### src/rtl/ascii_bin_parser_if.sv
// Handshake bundle for ascii_bin_parser: a character stream in, a binary
// frame out, plus the error pulse and the error counter.
// master: the upstream/downstream side; slave: the parser itself.
interface ascii_bin_parser_if #(
    parameter int DIGITS = 7
);
    logic [7:0]        char_in;
    logic              char_valid;
    logic              char_ready;
    logic [DIGITS-1:0] bin_out;
    logic              bin_valid;
    logic              bin_ready;
    logic              err;
    logic [7:0]        err_count;

    modport master (
        output char_in, char_valid, bin_ready,
        input  char_ready, bin_out, bin_valid, err, err_count
    );

    modport slave (
        input  char_in, char_valid, bin_ready,
        output char_ready, bin_out, bin_valid, err, err_count
    );
endinterface

### src/rtl/ascii_bin_parser.sv
// ascii_bin_parser: collects DIGITS ASCII '0'/'1' characters (MSB first)
// into a binary word and presents it with a valid/ready handshake.
// Any other byte aborts the frame with a one-cycle err pulse.
// Optional feature macro ASCII_PARSE_TERM_EN: when defined, a full frame
// must be followed by LF (8'h0A) before it is emitted.
//
// state   | meaning
// --------+------------------------------------------------------------
// IDLE    | no digits held, waiting for the first digit
// COLLECT | 0 < count < DIGITS digits held
// TERM    | all digits held, waiting for LF (only with the macro)
// OUTPUT  | bin_out valid, waiting for bin_ready; input stalled
module ascii_bin_parser #(
    parameter int DIGITS = 7
) (
    input  logic               clk,
    input  logic               rst_n,
    ascii_bin_parser_if.slave  bus
);
    localparam int CW = $clog2(DIGITS + 1);

`ifdef ASCII_PARSE_TERM_EN
    typedef enum logic [1:0] {
        S_IDLE    = 2'd0,
        S_COLLECT = 2'd1,
        S_OUTPUT  = 2'd2,
        S_TERM    = 2'd3
    } state_t;
`else
    typedef enum logic [1:0] {
        S_IDLE    = 2'd0,
        S_COLLECT = 2'd1,
        S_OUTPUT  = 2'd2
    } state_t;
`endif

    state_t            state, state_nx;
    logic [CW-1:0]     count, count_nx, count_inc;
    logic [DIGITS-1:0] shift, shift_nx, shift_sh, load_val, bin_out_q;
    logic              load, err_nx, err_q;
    logic [7:0]        err_cnt_q;
    logic              char_ready, accept, is_digit;

    // Ready is a pure state decode so upstream never waits on data paths.
    assign char_ready = (state != S_OUTPUT);
    assign accept     = bus.char_valid & char_ready;
    assign is_digit   = (bus.char_in[7:1] == 7'b0011000);
    assign shift_sh   = (shift << 1) | DIGITS'(bus.char_in[0]);
    assign count_inc  = count + 1'b1;

    assign bus.char_ready = char_ready;
    assign bus.bin_valid  = (state == S_OUTPUT);
    assign bus.bin_out    = bin_out_q;
    assign bus.err        = err_q;
    assign bus.err_count  = err_cnt_q;

    // Next-state, shift register and frame-load decisions.
    always_comb begin
        state_nx = state;
        count_nx = count;
        shift_nx = shift;
        load     = 1'b0;
        load_val = shift_sh;
        err_nx   = 1'b0;
        case (state)
            S_IDLE, S_COLLECT: begin
                if (accept) begin
                    if (is_digit) begin
                        shift_nx = shift_sh;
                        if (count_inc == CW'(DIGITS)) begin
                            count_nx = '0;
`ifdef ASCII_PARSE_TERM_EN
                            state_nx = S_TERM;
`else
                            state_nx = S_OUTPUT;
                            load     = 1'b1;
`endif
                        end else begin
                            count_nx = count_inc;
                            state_nx = S_COLLECT;
                        end
                    end else begin
                        err_nx   = 1'b1;
                        state_nx = S_IDLE;
                        count_nx = '0;
                        shift_nx = '0;
                    end
                end
            end
`ifdef ASCII_PARSE_TERM_EN
            S_TERM: begin
                if (accept) begin
                    if (bus.char_in == 8'h0A) begin
                        state_nx = S_OUTPUT;
                        load     = 1'b1;
                        load_val = shift;
                    end else begin
                        err_nx   = 1'b1;
                        state_nx = S_IDLE;
                        count_nx = '0;
                        shift_nx = '0;
                    end
                end
            end
`endif
            S_OUTPUT: begin
                if (bus.bin_ready) state_nx = S_IDLE;
            end
            default: begin
                state_nx = S_IDLE;
                count_nx = '0;
                shift_nx = '0;
            end
        endcase
    end

    // State, datapath and saturating error counter registers.
    always_ff @(posedge clk or negedge rst_n) begin
        if (!rst_n) begin
            state     <= S_IDLE;
            count     <= '0;
            shift     <= '0;
            bin_out_q <= '0;
            err_q     <= 1'b0;
            err_cnt_q <= 8'h00;
        end else begin
            state <= state_nx;
            count <= count_nx;
            shift <= shift_nx;
            err_q <= err_nx;
            if (load) bin_out_q <= load_val;
            if (err_nx && (err_cnt_q != 8'hFF)) err_cnt_q <= err_cnt_q + 8'h01;
        end
    end
endmodule
### src/flat_wrapper.sv
// flat-port wrapper written by rule: the top's interface ports become plain ports
module ascii_bin_parser_flat 
#(
    parameter int DIGITS = 7
)
  (clk, rst_n, bus_char_in, bus_char_valid, bus_bin_ready, bus_char_ready, bus_bin_out, bus_bin_valid, bus_err, bus_err_count);
  ascii_bin_parser_if #(.DIGITS(DIGITS)) bus_i ();
  input  logic clk;
  input  logic rst_n;
  input wire logic [$bits(bus_i.char_in)-1:0] bus_char_in;
  input wire logic [$bits(bus_i.char_valid)-1:0] bus_char_valid;
  input wire logic [$bits(bus_i.bin_ready)-1:0] bus_bin_ready;
  output wire logic [$bits(bus_i.char_ready)-1:0] bus_char_ready;
  output wire logic [$bits(bus_i.bin_out)-1:0] bus_bin_out;
  output wire logic [$bits(bus_i.bin_valid)-1:0] bus_bin_valid;
  output wire logic [$bits(bus_i.err)-1:0] bus_err;
  output wire logic [$bits(bus_i.err_count)-1:0] bus_err_count;
  assign bus_i.char_in = bus_char_in;
  assign bus_i.char_valid = bus_char_valid;
  assign bus_i.bin_ready = bus_bin_ready;
  assign bus_char_ready = bus_i.char_ready;
  assign bus_bin_out = bus_i.bin_out;
  assign bus_bin_valid = bus_i.bin_valid;
  assign bus_err = bus_i.err;
  assign bus_err_count = bus_i.err_count;
  ascii_bin_parser #(.DIGITS(DIGITS)) u_core (.clk(clk), .rst_n(rst_n), .bus(bus_i));
endmodule
### config.mk
export PLATFORM = sky130hd
export DESIGN_NAME = ascii_bin_parser_flat
export DESIGN_NICKNAME = d
export VERILOG_FILES = /design/src/rtl/ascii_bin_parser_if.sv /design/src/rtl/ascii_bin_parser.sv /design/src/flat_wrapper.sv
export SDC_FILE = /design/constraint.sdc
export NUM_CORES = 1
export LEC_CHECK = 0
export BUFFER_PORTS_ARGS = -buffer_cell sky130_fd_sc_hd__buf_4
export CORE_MARGIN = 3
export CORE_UTILIZATION = 48
export DETAILED_ROUTE_END_ITERATION = 7
export MAX_ROUTING_LAYER = met4
export PLACE_DENSITY = 0.73
export SLEW_MARGIN = 0
export SYNTH_ARGS = -nofsm -noshare
export SYNTH_HDL_FRONTEND = slang
export SYNTH_SLANG_ARGS = --single-unit
### constraint.sdc
create_clock -name clk -period 2.82 [get_ports clk]
set_clock_uncertainty 0.1 [all_clocks]
set_input_delay 0.282 -clock clk [delete_from_list [all_inputs] [get_ports clk]]
set_output_delay 0.282 -clock clk [all_outputs]
set_load 0.01 [all_outputs]
# After elaboration in Yosys (flattened, before gate mapping)
# Index checks and enable logic that the tools add are counted.
[word_totals]
out_inout_bits = 18
regBits = 27
[op_classes]
n_eq_ne = 8
n_mux = 19
reduce_logical = 5
bitwise_logic = 3
n_addsub = 2
[ops]
columns = ["op", "n"]
rows = [
  ["2-to-1 mux 6 bit", 2],
  ["one-hot mux 6 bit (2 select lines)", 1],
  ["2-to-1 mux 3 bit", 3],
  ["adder 8 x 1 -> 8 bit, second input constant", 1],
  ["2-to-1 mux 2 bit", 4],
  ["!= test 8 bit, second input constant", 1],
  ["== test 7 x 5 -> 1 bit, second input constant", 1],
  ["2-to-1 mux 1 bit", 7],
  ["bitwise OR 7 x 1 -> 7 bit", 1],
  ["one-hot mux 3 bit (2 select lines)", 1],
  ["!= test 2 bit, second input constant", 2],
  ["one-hot mux 2 bit (2 select lines)", 1],
  ["AND reduction 2 bit", 2],
  ["adder 3 x 1 -> 3 bit, second input constant", 1],
  ["== test 3 bit, second input constant", 1],
  ["== test 2 x 1 -> 1 bit, second input constant", 1],
  ["== test 2 bit, second input constant", 1],
  ["zero test 2 bit", 1],
  ["!= test 2 x 1 -> 1 bit, second input constant", 1],
  ["OR reduction 2 bit", 1],
  ["bitwise AND 1 bit", 1],
  ["logical AND 1 bit", 1],
  ["inverter 1 bit", 1],
]

# Logic depth before layout (Yosys ltp)
[depth]
ltp_word = 6
depth_mapped = 5
ltp_nobuf = 5

# Worst setup path before layout
# No wires, ideal clock.
[synth_path]
path_kind = "register -> register"
startpoint = "register u_core.count[0]"
endpoint = "register u_core.bin_out_q[0], in the netlist u_core.bus.bin_out[0]"
required_time_ns = 2.595
period_less_slack_ns = 1.586
path_stages_with_launch = 6
slack_ns = 1.234
arrival_time_ns = 1.361
cell_sequence = "dfrtp_1 ha_1 nor2b_1 o21ai_1 nor2_4 mux2_2"
[synth_via]
elab_chain_cells = 6
[synth_lines]
columns = ["item", "line", "rtl"]
rows = [
  ["start: declaration", "ascii_bin_parser.sv:38", "logic [CW-1:0] count, count_nx, count_inc;"],
  ["start signal: assignment", "ascii_bin_parser.sv:128", "count <= count_nx;"],
  ["adder 3 x 1 -> 3 bit", "ascii_bin_parser.sv:49", "assign count_inc = count + 1'b1;"],
  ["== test 3 bit", "ascii_bin_parser.sv:70", "if (count_inc == CW'(DIGITS)) begin"],
  ["2-to-1 mux 1 bit", "ascii_bin_parser.sv:70", ""],
  ["2-to-1 mux 1 bit", "ascii_bin_parser.sv:68", "if (is_digit) begin"],
  ["2-to-1 mux 1 bit", "ascii_bin_parser.sv:67", "if (accept) begin"],
  ["2-to-1 mux 1 bit", "ascii_bin_parser.sv:65", "case (state)"],
  ["end signal: assignment", "ascii_bin_parser.sv:131", "if (load) bin_out_q <= load_val;"],
  ["end: declaration", "ascii_bin_parser.sv:39", "logic [DIGITS-1:0] shift, shift_nx, shift_sh, load_val, bin_out_q;"],
]
# Every way passes these cells.
# A chain may end at the register's enable or synchronous reset.

# Worst setup path in the final report
# Same ends and word-level chain as after synthesis.

==> summary by stage <==
Setup path
The critical path in this run is classified as register to register. For the worst setup path, the data required time is a little under 3 ns. The arrival time at the worst endpoint is between 1.5 and 2 ns.

The signal on the critical path passes through ha_1, nor2b_1, o21ai_1, nor2_4, mux2_2. STA classifies the critical path endpoint as a register. The longest individual stage delay on the worst path is between 0.4 and 0.5 ns. On the critical path, the stage with the largest delay is an instance of sky130_fd_sc_hd__dfrtp_1. STA classifies the critical path startpoint as a register.

The reg2reg setup slack is 1.09 ns. In this run the worst path has a maximum fanout of 7.

Die
The die covers just over 0.003 mm^2. The initial utilization of the core area, before any placement, comes to 0.516. The floorplan step defined a core boundary enclosing approximately 0.0023 mm^2.

The die is between 50 and 60 um wide. The height of the chip is roughly 55 um. The floorplan has 17 rows. The count of pins on the block boundary is 30.

Clock tree
The post-CTS resize count is 0. TritonCTS built the clock tree. The clock tree buffer depth is 2.

After clock tree synthesis, the flow added hold-fix buffers numbering 1. The post-CTS clock slew at the launch and capture registers of the worst setup and hold paths is roughly 0.15 ns. The number of clock sinks is 27. In this run the number of H-tree levels came out at 1. The number of post-CTS setup repair buffers is 0. The clock tree root buffer cell is sky130_fd_sc_hd__clkbuf_4. The later pin in the worst-skew pair is clocked with a latency of ~0.32 ns. TritonCTS created 3 clock buffers.

Detailed routing
The routed wire length is approximately 2.3 mm. The average routed wire per standard cell is about 15 um. Detailed routing inserted a total of roughly 850 vias. The violation count after the first detailed-routing iteration is 11.

The post-detailed-route via-to-cell ratio is roughly 5.5. The first detailed-routing pass ran for 4 iterations. The residual DRC count is 0.

The remaining antenna violation count after routing is 0.

Logic synthesis
The share of the synthesized area in the top cell type is 0.581. Of the total synthesized cell area, the portion taken by full adders, half adders and majority gates is 0.0323. The cell accounting for the most synthesized area is sky130_fd_sc_hd__dfrtp_1. The post-synthesis cell count is 95. The number of library cell types mapped by synthesis is 28. Ranked by total cell area, the synthesized netlist is headed by sky130_fd_sc_hd__dfrtp_1, sky130_fd_sc_hd__mux2_2, sky130_fd_sc_hd__a22o_1, sky130_fd_sc_hd__ha_1, sky130_fd_sc_hd__xor2_1. The number of flip-flops and latches in the synthesized netlist is 27.

The synthesized area per cell is 12.2 um^2. The predominant post-synthesis flop cell is sky130_fd_sc_hd__dfrtp_1. The number of nets in the synthesized netlist is 110. For this run, the register share of the synthesized area comes to 0.581. The count of flip-flops with a built-in enable after synthesis is 0. The post-synthesis compound-gate area fraction came to 0.0925. The mux cell area share after synthesis is 0.0871.

The post-synthesis share of cell area spent on and, or, nand and nor gates is 0.153. Of the total synthesized cell area, the portion taken by XOR and XNOR cells is 0.0376. The main combinational cell family by area after synthesis is simple AND/OR/NAND/NOR gates. The synthesized netlist occupies a cell area of around 0.0012 mm^2. During synthesis, Yosys emitted a total of 0 warnings. The share of flip-flops with an asynchronous set or reset after synthesis is 1.00.

STA
The fmax is about 0.58 GHz. The transition time at the pin with the least slew margin is around 0.76 ns. The final worst-path cycle share is 0.613.

Setup repair after global routing left no endpoint under its margin. The number of max-slew violations in the final report is 0. The worst path meets setup with ~1.1 ns of slack. The relative max-transition margin is 0.493. Setup violations remaining at the end of the flow were counted as 0. The final setup TNS is 0 ns.

The minimum period implied by the final worst setup slack is between 1.5 and 2 ns. The number of hold-slack violations in the final timing report is 0.

Finish
The area added between synthesis and finish is 24.7%. The fraction of final layout cells sized beyond drive strength 1 is 0.352. The number of fill cells is 190. The net count of the finished layout is approximately 140.

The number of antenna diodes in the final layout is 0. The most common cell after layout, fill and taps aside is sky130_fd_sc_hd__buf_4. The top cell types in the final layout, fill and taps aside, are sky130_fd_sc_hd__buf_4, sky130_fd_sc_hd__dfrtp_1, sky130_fd_sc_hd__mux2_2.

Global route
The global-route wire length before repair is 3.96 mm. The initial antenna violation count is 0. Entering global routing, the biggest net connects 28 pins. The via count of the first global-routing pass is 874. The global-route usage over all layers is 0.163. Global routing finished with a remaining overflow of 0.

Run
The count of max-cap constraint violations is 0.

Power and ir drop
The reported leakage power is about 0.73 nW. The peak supply drop is 0.000520 V. Power spread over the standard cell area amounts to 655 mW/mm^2.

Outcome
The flow ran to the end, and the final reports show no timing, DRC or antenna violations.

Place
At the end of routability-driven placement, the weighted congestion stood at roughly 0.73. Port buffering added 29 buffers. Prior to clock tree synthesis, the placed netlist has a worst setup slack of ~1.1 ns.

Detailed placement finished with a half-perimeter wire length of 1.70 mm.

Hold path
The type of the tightest min-delay check is input pin to register.
Yosys cell counts, types with 2 or more instances:
master and n:
sky130_fd_sc_hd__dfrtp_1 27, sky130_fd_sc_hd__mux2_2 9, sky130_fd_sc_hd__nand2_1 8, sky130_fd_sc_hd__a22o_1 6, sky130_fd_sc_hd__inv_1 4, sky130_fd_sc_hd__nand3_1 4, sky130_fd_sc_hd__xor2_1 4, sky130_fd_sc_hd__ha_1 3
sky130_fd_sc_hd__nor2_1 3, sky130_fd_sc_hd__nor2b_1 3, sky130_fd_sc_hd__a21oi_1 2, sky130_fd_sc_hd__and3_1 2, sky130_fd_sc_hd__nand4_1 2, sky130_fd_sc_hd__nor3_1 2, sky130_fd_sc_hd__nor4_1 2, sky130_fd_sc_hd__o21ai_0 2
worst max-delay path: cells and delay by family (launching register included):
family	cells	cell delay, ns
adder cells (fa/ha/maj)	1	0.22
AO/OA/AOI/OAI	1	0.14
AND/OR/NAND/NOR	2	0.37
multiplexers	1	0.37
flip-flops	1	0.43
logic make-up (layout without fill, tap and decap cells):
| kind of cell | after synthesis | after routing |
|---|---|---|
| buffers and inverters | 5 | 38 |
| muxes | 9 | 9 |
| DFF | 27 | 27 |
| adders and majority gates | 3 | 3 |
| xor gates and xnor gates | 5 | 5 |
| AOI/OAI and AO/OA | 15 | 15 |
| and+or+nand+nor | 31 | 31 |
routing by layer:
| layer | part of all wire | track usage | up-vias |
|---|---|---|---|
| met4 | 0.0057 | 0.0417 | 0 |
| met3 | 0.038 | 0.0280 | 2 |
| met1 | 0.43 | 0.196 | 426 |
| li1 | - | - | 405 |
| met5 | 0 | - | - |
| met2 | 0.53 | 0.284 | 20 |
metrics by stage:
step	utilization	total power (W)	instance area, um^2	cells	hold WS (ns)
global route	0.644	0.00101	1450	156	0.0349
global placement	0.626	0.000780	1410	151	0.111
finish	0.644	0.000950	1450	156	0.0438
floorplan	-	0.000647	1160	95	-0.114
detailed placement	0.626	0.000789	1410	151	0.115
CTS	0.644	0.000963	1450	156	0.0348
worst paths after layout:
check	depth (start not counted)	to	start
max in group asynchronous	2	u_core.bus.err$_DFF_PN0_	rst_n
worst min register to register	2	u_core.state[0]$_DFFE_PN0P_	u_core.state[0]$_DFFE_PN0P_
min in group asynchronous	2	u_core.shift[5]$_DFFE_PN0P_	rst_n
worst max-delay path	5	u_core.bus.bin_out[0]$_DFFE_PN0P_	u_core.count[0]$_DFFE_PN0P_
worst max register to register	5	u_core.bus.bin_out[0]$_DFFE_PN0P_	u_core.count[0]$_DFFE_PN0P_
worst min-delay path	2	u_core.state[1]$_DFFE_PN0P_	bus_bin_ready
flip-flops by register name (all words and copies together) (netlist names):
name / cells
u_core.state: 2
u_core.bus.err_count: 8
u_core.count: 3
u_core.bus.err: 1
u_core.bus.bin_out: 7
u_core.shift: 6
area by class of cell:
class                      count  area (um^2)  area share
sequential                    27          676       0.466
inverter                       4         15.0      0.0103
multi-input combinational     63          468       0.322
timing repair buffer          30          228       0.157
clock inverter                 1         7.51     0.00517
clock buffer                   3         22.5      0.0155
tap                           28         35.0      0.0241
where the power goes:
group	internal (W)	switching, W
logic	0.000143	0.000112
clock network	0.0000541	0.000116
registers	0.000447	0.0000789
Power figures use the tool's default switching activity.
